==> config.mk <==
export PLATFORM = sky130hd
export DESIGN_NAME = i2s_mic_tx
export DESIGN_NICKNAME = d
export VERILOG_FILES = /design/src/rtl/i2s_pkg.sv /design/src/rtl/i2s_edge_sync.sv /design/src/rtl/i2s_mic_tx.sv
export SDC_FILE = /design/constraint.sdc
export NUM_CORES = 1
export LEC_CHECK = 0
export CAP_MARGIN = 20
export CORE_AREA = 2 2 97 71
export DETAILED_ROUTE_END_ITERATION = 8
export DIE_AREA = 0 0 99 73
export GPL_TIMING_DRIVEN = 0
export PLACE_DENSITY = 0.78
export SLEW_MARGIN = 25
export SYNTH_ARGS = -nofsm -noshare
export SYNTH_HDL_FRONTEND = slang
export SYNTH_SLANG_ARGS = --single-unit
==> constraint.sdc <==
create_clock -name clk -period 3.66 [get_ports clk]
set_input_delay 0.549 -clock clk [delete_from_list [all_inputs] [get_ports clk]]
set_output_delay 0.549 -clock clk [all_outputs]
set_load 0.01 [all_outputs]
==> src/rtl/i2s_pkg.sv <==
// i2s_mic_tx shared types and constants.
// State enum, parameter defaults and fill LFSR definition.
package i2s_pkg;

  typedef enum logic [1:0] {
    IDLE  = 2'd0,
    LEFT  = 2'd1,
    RIGHT = 2'd2
  } i2s_state_t;

  localparam int DW_DEF     = 24;
  localparam int SLOT_W_DEF = 32;
  localparam int SYNC_DEF   = 2;

  localparam int          LFSR_W    = 24;
  // taps x^24 x^23 x^22 x^17
  localparam logic [23:0] LFSR_POLY = 24'hE10000;
  localparam logic [23:0] LFSR_SEED = 24'h000001;

  function automatic logic [LFSR_W-1:0] lfsr_next(
    input logic [LFSR_W-1:0] s
  );
    return {s[LFSR_W-2:0], ^(s & LFSR_POLY)};
  endfunction

endpackage

==> src/rtl/i2s_edge_sync.sv <==
// Multi-flop synchronizer for an asynchronous I2S line
// with single-clk rise/fall pulses of the synchronized value.
import i2s_pkg::*;

module i2s_edge_sync #(
  parameter int STAGES = SYNC_DEF
) (
  input  logic clk,
  input  logic rst_n,
  input  logic i_d,
  output logic o_s,
  output logic o_rise,
  output logic o_fall
);

  logic [STAGES-1:0] r_sync;
  logic              r_prev;

  always_ff @(posedge clk) begin
    if (!rst_n) begin
      r_sync <= '0;
      r_prev <= 1'b0;
    end else begin
      r_sync <= {r_sync[STAGES-2:0], i_d};
      r_prev <= r_sync[STAGES-1];
    end
  end

  assign o_s    = r_sync[STAGES-1];
  assign o_rise = o_s & ~r_prev;
  assign o_fall = ~o_s & r_prev;

endmodule

==> src/rtl/i2s_mic_tx.sv <==
// I2S slave transmitter emulating a stereo MEMS mic pair.
// Define I2S_MIC_TX_LFSR_EN for LFSR underflow fill (else zero).
import i2s_pkg::*;

module i2s_mic_tx #(
  parameter int DW          = DW_DEF,
  parameter int SLOT_W      = SLOT_W_DEF,
  parameter int SYNC_STAGES = SYNC_DEF
) (
  input  logic          clk,
  input  logic          rst_n,
  input  logic          i2s_sck,
  input  logic          i2s_ws,
  output logic          i2s_sd,
  input  logic [DW-1:0] smp_l,
  input  logic [DW-1:0] smp_r,
  input  logic          smp_valid,
  output logic          smp_ready,
  output logic          underflow,
  output logic          underflow_sticky
);

  localparam int             CW      = $clog2(SLOT_W);
  localparam logic [CW-1:0]  CNT_MAX = '1;

  logic w_sck_s, w_sck_rise, w_sck_fall;
  logic w_ws_s, w_ws_rise, w_ws_fall;
  logic w_unused;

  i2s_edge_sync #(.STAGES(SYNC_STAGES)) u_sck_sync (
    .clk    (clk),
    .rst_n  (rst_n),
    .i_d    (i2s_sck),
    .o_s    (w_sck_s),
    .o_rise (w_sck_rise),
    .o_fall (w_sck_fall)
  );

  i2s_edge_sync #(.STAGES(SYNC_STAGES)) u_ws_sync (
    .clk    (clk),
    .rst_n  (rst_n),
    .i_d    (i2s_ws),
    .o_s    (w_ws_s),
    .o_rise (w_ws_rise),
    .o_fall (w_ws_fall)
  );

  assign w_unused = ^{w_sck_s, w_sck_rise, w_ws_rise, w_ws_fall};

  i2s_state_t     r_state;
  logic [CW-1:0]  r_cnt;
  logic           r_sd;
  logic           r_ws_last;
  logic           r_ready;
  logic           r_sticky;
  logic [DW-1:0]  r_smp_l;
  logic [DW-1:0]  r_smp_r;

  logic           w_bnd;
  logic           w_lbnd;
  logic           w_unf;
  logic [CW-1:0]  w_cnt_nxt;
  logic [DW-1:0]  w_active;
  logic [DW-1:0]  w_sh;
  logic [31:0]    w_k;
  logic           w_bit;
  logic [DW-1:0]  w_fill_l;
  logic [DW-1:0]  w_fill_r;

  // boundary is judged against WS seen at the previous SCK fall
  assign w_bnd  = w_sck_fall & (w_ws_s ^ r_ws_last);
  assign w_lbnd = w_bnd & ~w_ws_s;
  assign w_unf  = r_ready & ~smp_valid;

  assign w_cnt_nxt = (r_cnt == CNT_MAX) ? r_cnt : r_cnt + 1'b1;
  assign w_active  = (r_state == RIGHT) ? r_smp_r : r_smp_l;
  assign w_k       = 32'(w_cnt_nxt);
  assign w_sh      = w_active >> (32'(DW) - w_k);
  assign w_bit     = (w_k != 32'd0) && (w_k <= 32'(DW)) && w_sh[0];

`ifdef I2S_MIC_TX_LFSR_EN
  logic [LFSR_W-1:0] r_lfsr;
  logic [LFSR_W-1:0] w_lfsr_nxt;

  assign w_lfsr_nxt = lfsr_next(r_lfsr);
  assign w_fill_l   = DW'(w_lfsr_nxt);
  assign w_fill_r   = ~w_fill_l;

  always_ff @(posedge clk) begin
    if (!rst_n) begin
      r_lfsr <= LFSR_SEED;
    end else if (w_unf) begin
      r_lfsr <= w_lfsr_nxt;
    end
  end
`else
  assign w_fill_l = '0;
  assign w_fill_r = '0;
`endif

  always_ff @(posedge clk) begin
    if (!rst_n) begin
      r_state   <= IDLE;
      r_cnt     <= '0;
      r_sd      <= 1'b0;
      r_ws_last <= 1'b0;
      r_ready   <= 1'b0;
      r_sticky  <= 1'b0;
      r_smp_l   <= '0;
      r_smp_r   <= '0;
    end else begin
      r_ready <= 1'b0;
      if (r_ready) begin
        if (smp_valid) begin
          r_smp_l <= smp_l;
          r_smp_r <= smp_r;
        end else begin
          r_smp_l  <= w_fill_l;
          r_smp_r  <= w_fill_r;
          r_sticky <= 1'b1;
        end
      end
      if (w_sck_fall) begin
        r_ws_last <= w_ws_s;
        unique case (r_state)
          IDLE: begin
            r_sd  <= 1'b0;
            r_cnt <= '0;
            if (w_lbnd) begin
              r_state <= LEFT;
              r_ready <= 1'b1;
            end
          end
          LEFT, RIGHT: begin
            if (w_bnd) begin
              r_cnt   <= '0;
              r_sd    <= 1'b0;
              r_state <= w_ws_s ? RIGHT : LEFT;
              r_ready <= ~w_ws_s;
            end else begin
              r_cnt <= w_cnt_nxt;
              r_sd  <= w_bit;
            end
          end
          default: begin
            r_state <= IDLE;
            r_sd    <= 1'b0;
          end
        endcase
      end
    end
  end

  assign i2s_sd           = r_sd;
  assign smp_ready        = r_ready;
  assign underflow        = w_unf;
  assign underflow_sticky = r_sticky;

endmodule

==> results of run 1 <==
==> logic make-up after synthesis <==
family	count (synthesis)	synth area share, %
buffers and inverters	27	3.42
adder cells (fa/ha/maj)	7	2.72
multiplexers	17	9.69
XOR/XNOR	4	1.67
AND/OR/NAND/NOR	157	28.9
AO/OA/AOI/OAI	79	13.8
flip-flops	64	39.8
==> through the flow <==
stage | cells | hold WS, ns | setup slack, ns | setup TNS, ns | area (µm²)
floorplan | 355 | 0.412 | 0.389 | 0 | 3220
global placement | 491 | 0.415 | 0.0229 | 0 | 3870
detailed placement | 491 | 0.421 | -0.0270 | -0.0270 | 3870
CTS | 507 | 0.439 | 0.0347 | 0 | 4050
global route | 509 | 0.456 | 0.103 | 0 | 4070
finish | 509 | 0.435 | 0.271 | 0 | 4070
==> synthesized netlist by cell type (all sizes together) <==
cell type and number:
a2111oi 1, o211ai 1, o31ai 1, and4b 1, or3 1, nand2b 4, mux4 10, mux2 4
nor4 2, dfxtp 64, xnor2 3, inv 5, a21oi 58, and3 2, a21boi 4, nand2 14
and2 7, a311oi 2, nand3b 1, o21ai 6, nor2b 102, nor3 8, o311ai 1, mux2i 3
o21a 1, o31a 1, a31oi 2, a211oi 1, nand4 3, nor2 6, nor3b 2, ha 7
and4 1, clkbuf 18, xor2 1, buf 4, nand3 3
==> placed cells by master (no fill, tap or decap), types with 2 or more instances in the layout <==
cell             synthesis  routed
a21boi_0                 4       4
a21oi_1                 58      58
a311oi_1                 2       2
a31oi_1                  2       2
and2_1                   7       7
and3_1                   2       2
buf_1                    2       2
buf_4                    0       3
clkbuf_1                18      19
clkbuf_8                 0      11
clkdlybuf4s50_1          0      55
clkinv_2                 0       2
dfxtp_1                 64      63
ha_1                     7       7
inv_1                    5       5
mux2_2                   4       4
mux2i_1                  3       2
mux4_1                   3       3
mux4_2                   7       7
nand2_1                 14      14
nand2b_1                 4       4
nand3_1                  3       3
nand4_1                  3       3
nor2_1                   6       6
nor2b_1                102     102
nor3_1                   8       8
nor3b_1                  2       2
nor4_1                   2       2
o21ai_0                  5       5
xnor2_1                  2       2
==> worst paths after layout <==
path | startpoint | end | slack (ns) | cells after the start
worst max-delay path | r_cnt[0] | i2s_sd | 0.27 | 12
worst min-delay path | u_sck_sync.r_sync[0] | u_sck_sync.r_sync[1] | 0.44 | 1
worst max register to register | r_cnt[0] | i2s_sd | 0.27 | 12
worst min register to register | u_sck_sync.r_sync[0] | u_sck_sync.r_sync[1] | 0.44 | 1
==> metal layers <==
| metal | global-route usage [%] | vias to the layer above | share of wire, % |
|---|---|---|---|
| li1 | - | 1361 | - |
| met1 | 30.5 | 1295 | 48 |
| met2 | 36.5 | 84 | 44 |
| met3 | 7.85 | 16 | 6.3 |
| met4 | 9.74 | 0 | 1.8 |
| met5 | 0 | - | 0 |
==> state kept, by name (all words and copies together), names as in the netlist, 2 cells and up <==
register	count
r_smp_l	24
u_ws_sync.r_sync	2
r_smp_r	24
r_state	2
u_sck_sync.r_sync	2
r_cnt	5
==> critical path: cells and delay by family, from the launching register on <==
| family | cells | cell delay (ns) |
|---|---|---|
| mux | 2 | 1.03 |
| fa+ha+maj | 2 | 0.55 |
| buf+inv | 3 | 0.49 |
| flops | 1 | 0.45 |
| compound gates | 3 | 0.39 |
| simple gates | 1 | 0.23 |
| xor+xnor | 1 | 0.13 |
==> power by group through the flow <==
stage / registers, mW / logic (mW) / clock network (mW)
global route: 0.700 / 0.0875 / 0.587
floorplan: 0.715 / 0.0191 / 0
finish: 0.700 / 0.0832 / 0.545
global placement: 0.716 / 0.0828 / 0
CTS: 0.700 / 0.0830 / 0.558
detailed placement: 0.716 / 0.0826 / 0
==> final cells by class <==
type	count	area, µm²
Inverter	5	18.8
Buffer	22	91.3
Tap cell	81	101
Clock inverter	3	17.5
Sequential cell	64	1280
Multi-Input combinational cell	264	1830
Fill cell	559	2340
Timing Repair Buffer	58	573
Clock buffer	12	155
==> repair_timing <==
action                                  CTS  global route
pin swaps                                 1             1
gates resized for setup                   0             2
setup buffers                             1             2
endpoints found under the setup margin    1             1
hold endpoints to repair                  0             0
==> impl_metrics.tcl, run 1 <==
set metrics [dict create \
    status "finished clean" \
    finalCritPeriodShare_pct 92.6 \
    vias_per_cell 5.41 \
    clkPwrFrac_pct 41.0 \
    synthCells 355 \
    nNetsFinal 484 \
    grt-ovfl-total 0 \
    dpl.hpwl_um 5590 \
    initial_utilization_pct 50.1 \
    drv_slew 0 \
    yosysWarnings 0 \
    num_antenna_cells 0 \
    synth_cell_types 42 \
    clockBufferDepth 2 \
    die_h_um 73 \
    crit_slowest_cell "mux4_2" \
    syn_area_mm2 0.00322 \
    combPwrFrac_pct 6.3 \
    cts_buffers 9 \
    p_per_area_mw_per_mm2 327 \
    synth_seq_cells 64 \
    num_vias 2756 \
    worst_pin_slew_ns 0.553 \
    first_global_vias 2813 \
    drtIter0Drc 104 \
    die_area_mm2 0.00723 \
    port_buffers 55 \
    switching_share_pct 22.1 \
    synth_top_area_share_pct 39.8 \
    routed_wl_um 7900 \
    boundaryPins 57 \
    syn_to_final_growth_pct 26.5 \
    drive_gt1_share_pct 7.94 \
    num_rows 25 \
    die_x_um 99 \
    antenna_found_initial 0 \
    hp-class "flip-flop to flip-flop" \
    clk_pin_slew_ns 0.07 \
    rsz0062_at_grt "no" \
    internal_power_mw 1.03 \
    ant_nets 0 \
    drc 0 \
    clock_latency_ns 0.35 \
    synth_area_leader_cell "dfxtp_1" \
    avgRoutedWirePerCell_um 15.5 \
    finalCriticalPeriod_ns 3.39 \
    cp-start-kind "flip-flop" \
    path_class "flip-flop to flip-flop" \
    crit_required_ns 3.89 \
    cts_tree "built" \
    drtPass1Iterations 4 \
    hold_viol 0 \
    cts_max_level 3 \
    slew_headroom_pct 63.1 \
    setup_viol 0 \
    grt_use_total_pct 23.6 \
    cts.sinks 64 \
    gp_congestion 0.870 \
    p_leak_nw 1.50 \
    seq_power_share_pct 52.7 \
    power_mw 1.33 \
    cp_max_fo 10 \
    max_cap_viol_count 0 \
    grt_max_degree 11 \
    critPathMaxStageDelay_ns 0.55 \
    end_kind "flip-flop" \
    fmax_mhz 295 \
    yosysSeqAreaShare_pct 39.8 \
    syn_avg_cell_area_um2 9.06 \
    fin_util_pct 63.4 \
    cts_root_buf "clkbuf_8" \
    fin_worst_skew_ns 0.00586 \
    netlist_top_cells_area "dfxtp_1 (40%), nor2b_1 (20%), a21oi_1 (9.0%)" \
    cts_hold_buf 0 \
    path_cells "ha_1 -> and4_1 -> buf_6 -> xnor2_4 -> inv_1 -> ha_1 -> buf_2 -> mux4_2 -> mux4_2 -> o21ai_0 -> o31a_1 -> o31ai_1" \
    synth_fp_nets 415 \
    power_switching_mw 0.294 \
    grt_pass1_wl_um 13300 \
    coreArea_mm2 0.00641 \
    vdd_drop_max_v 0.000255 \
    worst_ep_arrival_time_ns 3.62 \
]
Power figures use the tool's default switching activity.
==> inputs of run 2 (changes only) <==
Settings changed: SKIP_LAST_GASP set to 1.
==> results of run 2 <==
Final layout, timing and power as in run 1 (identical DEF).
==> inputs of run 3 (changes only) <==
Settings changed: ABC_AREA set to 1, CORE_AREA 2 2 97 71 to 2 2 96 70, DIE_AREA 0 0 99 73 to 0 0 98 72.
==> run 3 against run 2 <==
Effect of this change: synthesized cell count up 22%; clock-buffer cell count shrank 1; hold slack got worse by 0.022 ns; cell count grew 14%; power grew 3.6%; global-route usage grew 1.1 points; setup slack better by 0.75 ns; critical path type unchanged; critical endpoint unchanged.
==> impl_metrics.tcl, run 3 <==
set metrics [dict create \
    status "finished clean" \
    crit_required_ns 3.93 \
    crit_slowest_cell "dfxtp_1" \
    worst_ep_arrival_time_ns 2.92 \
    synth_fp_nets 493 \
    crit_buf_inv 1 \
    grt_use_total_pct 24.7 \
    dpl.hpwl_um 6120 \
    final_cell_mix "nand2_1 (117), nand3_1 (70), a21oi_1 (64), dfxtp_1 (64), clkdlybuf4s50_1 (55)" \
    drtIter0Drc 329 \
    rsz0062_at_grt "no" \
    die_x_um 98 \
    cts_buffers 9 \
    syn_avg_cell_area_um2 7.23 \
    nNetsFinal 559 \
    setup_slack_ns 1.02 \
    cts_max_level 3 \
    cts_hold_buf 0 \
    vias_per_cell 5.47 \
    die_h_um 72 \
    netlist_top_cells_area "dfxtp_1 (41%), nand2_1 (14%), nand3_1 (11%)" \
    synthTopCellsByCount "nand2_1 (117), nand3_1 (70), a21oi_1 (64), dfxtp_1 (64), inv_1 (25)" \
    syn_to_final_growth_pct 26.7 \
    first_global_vias 2951 \
    path_class "flip-flop to flip-flop" \
    num_antenna_cells 0 \
    end_kind "flip-flop" \
    finalCritPeriodShare_pct 72.2 \
    ctsResizeCount 0 \
    final_common_cell "nand2_1" \
    place_ws_ns 1.11 \
    switching_share_pct 21.5 \
    clkPwrFrac_pct 42.6 \
    die_area_mm2 0.00706 \
    drive_gt1_share_pct 7.95 \
    cp-start-kind "flip-flop" \
    antenna_found_initial 0 \
    drtPass1Iterations 5 \
    top_regs "r_smp_l: 24 flops, r_smp_r: 24 flops, r_cnt: 5 flops" \
    fin_worst_skew_ns 0.00401 \
    slew_headroom_pct 61.8 \
    p_leak_nw 1.51 \
    boundaryPins 57 \
    synth_area_leader_cell "dfxtp_1" \
    cts_tree "built" \
    synth.most_common_cell "nand2_1" \
    p_per_area_mw_per_mm2 347 \
    synthCells 433 \
    syn_area_mm2 0.00313 \
    post-cts-setup-buffers 0 \
    finalCriticalPeriod_ns 2.64 \
    cts_root_buf "clkbuf_8" \
    finalSetupTns_ns 0 \
    num_rows 24 \
    combPwrFrac_pct 6.5 \
    critPathMaxStageDelay_ns 0.49 \
    synth_ff_type "dfxtp_1" \
    setup_viol 0 \
    synth_edf_count 0 \
    clockBufferDepth 2 \
    hp-class "flip-flop to flip-flop" \
    yosysSeqAreaShare_pct 40.9 \
    num_vias 3176 \
    yosysWarnings 0 \
    hold_viol 0 \
    grt_max_degree 11 \
    fmax_mhz 378 \
    clock_latency_ns 0.34 \
    cts.sinks 64 \
    grt_pass1_wl_um 13900 \
    routed_wl_um 8350 \
    coreArea_mm2 0.00610 \
    synth_cell_types 27 \
    worst_pin_slew_ns 0.573 \
    synth_top_area_share_pct 40.9 \
    port_buffers 55 \
    seq_power_share_pct 50.9 \
    path_cells "ha_1 -> nand4_4 -> nand2_1 -> nand2_2 -> ha_1 -> xnor2_1 -> inv_1 -> nand3_1 -> nand3_1 -> nand3_2 -> nand3_2 -> a21oi_2" \
    synth_seq_cells 64 \
    avgRoutedWirePerCell_um 14.4 \
    vdd_drop_max_v 0.000214 \
    power_switching_mw 0.296 \
    drv_slew 0 \
    cp_top_family "simple AND/OR/NAND/NOR gates" \
    ant_nets 0 \
    synthArstFlopShare_pct 0 \
    gp_congestion 0.847 \
    internal_power_mw 1.08 \
    clk_pin_slew_ns 0.07 \
    drc 0 \
    initial_utilization_pct 51.4 \
    grt-ovfl-total 0 \
    cp_max_fo 10 \
    max_cap_viol_count 0 \
]
run 3: path summary, 6_finish.rpt:
path	to	depth (start not counted)	slack, ns	from
max	i2s_sd	12	1.02	r_cnt[0]
min	u_ws_sync.r_sync[1]	2	0.41	u_ws_sync.r_sync[0]
max reg2reg	i2s_sd	12	1.02	r_cnt[0]
min reg2reg	u_ws_sync.r_sync[1]	2	0.41	u_ws_sync.r_sync[0]
run 3: metrics by stage:
| stage | total power [mW] | hold WS (ns) | area (µm²) | utilization (%) | instances |
|---|---|---|---|---|---|
| 2_1_floorplan | 0.739 | 0.390 | 3130 | - | 433 |
| 6_report | 1.38 | 0.413 | 3970 | 65.0 | 581 |
| 3_5_place_dp | 0.805 | 0.400 | 3780 | 62.0 | 566 |
| 5_1_grt | 1.42 | 0.443 | 3970 | 65.0 | 581 |
| 4_1_cts | 1.38 | 0.415 | 3970 | 65.0 | 581 |
| 3_3_place_gp | 0.804 | 0.395 | 3780 | 62.0 | 566 |
run 3: layer usage:
layer / vias up / part of all wire [%] / track usage, %
met3: 13 / 6.5 / 5.11
met2: 115 / 44 / 39.2
met1: 1473 / 48 / 34.2
met4: 0 / 1.3 / 7.72
li1: 1575 / - / -
met5: - / 0 / 0
run 3: cells by family after synthesis:
family                   after synthesis  synth area share [%]
multiplexers                           7                  2.24
AND/OR/NAND/NOR                      219                  31.9
XOR/XNOR                               3                 0.839
buffers and inverters                 51                  7.07
AO/OA/AOI/OAI                         82                  14.3
flip-flops                            64                  40.9
adder cells (fa/ha/maj)                7                  2.80
run 3: layout make-up:
| class | count | area (µm²) |
|---|---|---|
| plain buffers | 26 | 128 |
| clock buffers | 11 | 141 |
| clock inverters | 4 | 45.0 |
| fillers | 552 | 2130 |
| inverters | 25 | 93.8 |
| multi-input cells | 318 | 1630 |
| flip-flops and latches | 64 | 1280 |
| well taps | 78 | 97.6 |
| repair buffers | 55 | 551 |
run 3: power by group through the flow:
stage,Sequential [mW],Clock (mW),Combinational [mW]
finish,0.700,0.585,0.0899
floorplan,0.716,0,0.0227
global route,0.700,0.620,0.0959
CTS,0.700,0.592,0.0895
detailed placement,0.716,0,0.0892
global placement,0.716,0,0.0880
run 3: worst reg2reg max path, stage by stage, from the launching register on:
cell and delay, ns:
dfxtp_1 0.49, ha_1 0.33, nand4_4 0.17, nand2_1 0.14
nand2_2 0.16, ha_1 0.25, xnor2_1 0.40, inv_1 0.17
nand3_1 0.13, nand3_1 0.09, nand3_2 0.09, nand3_2 0.06
a21oi_2 0.11
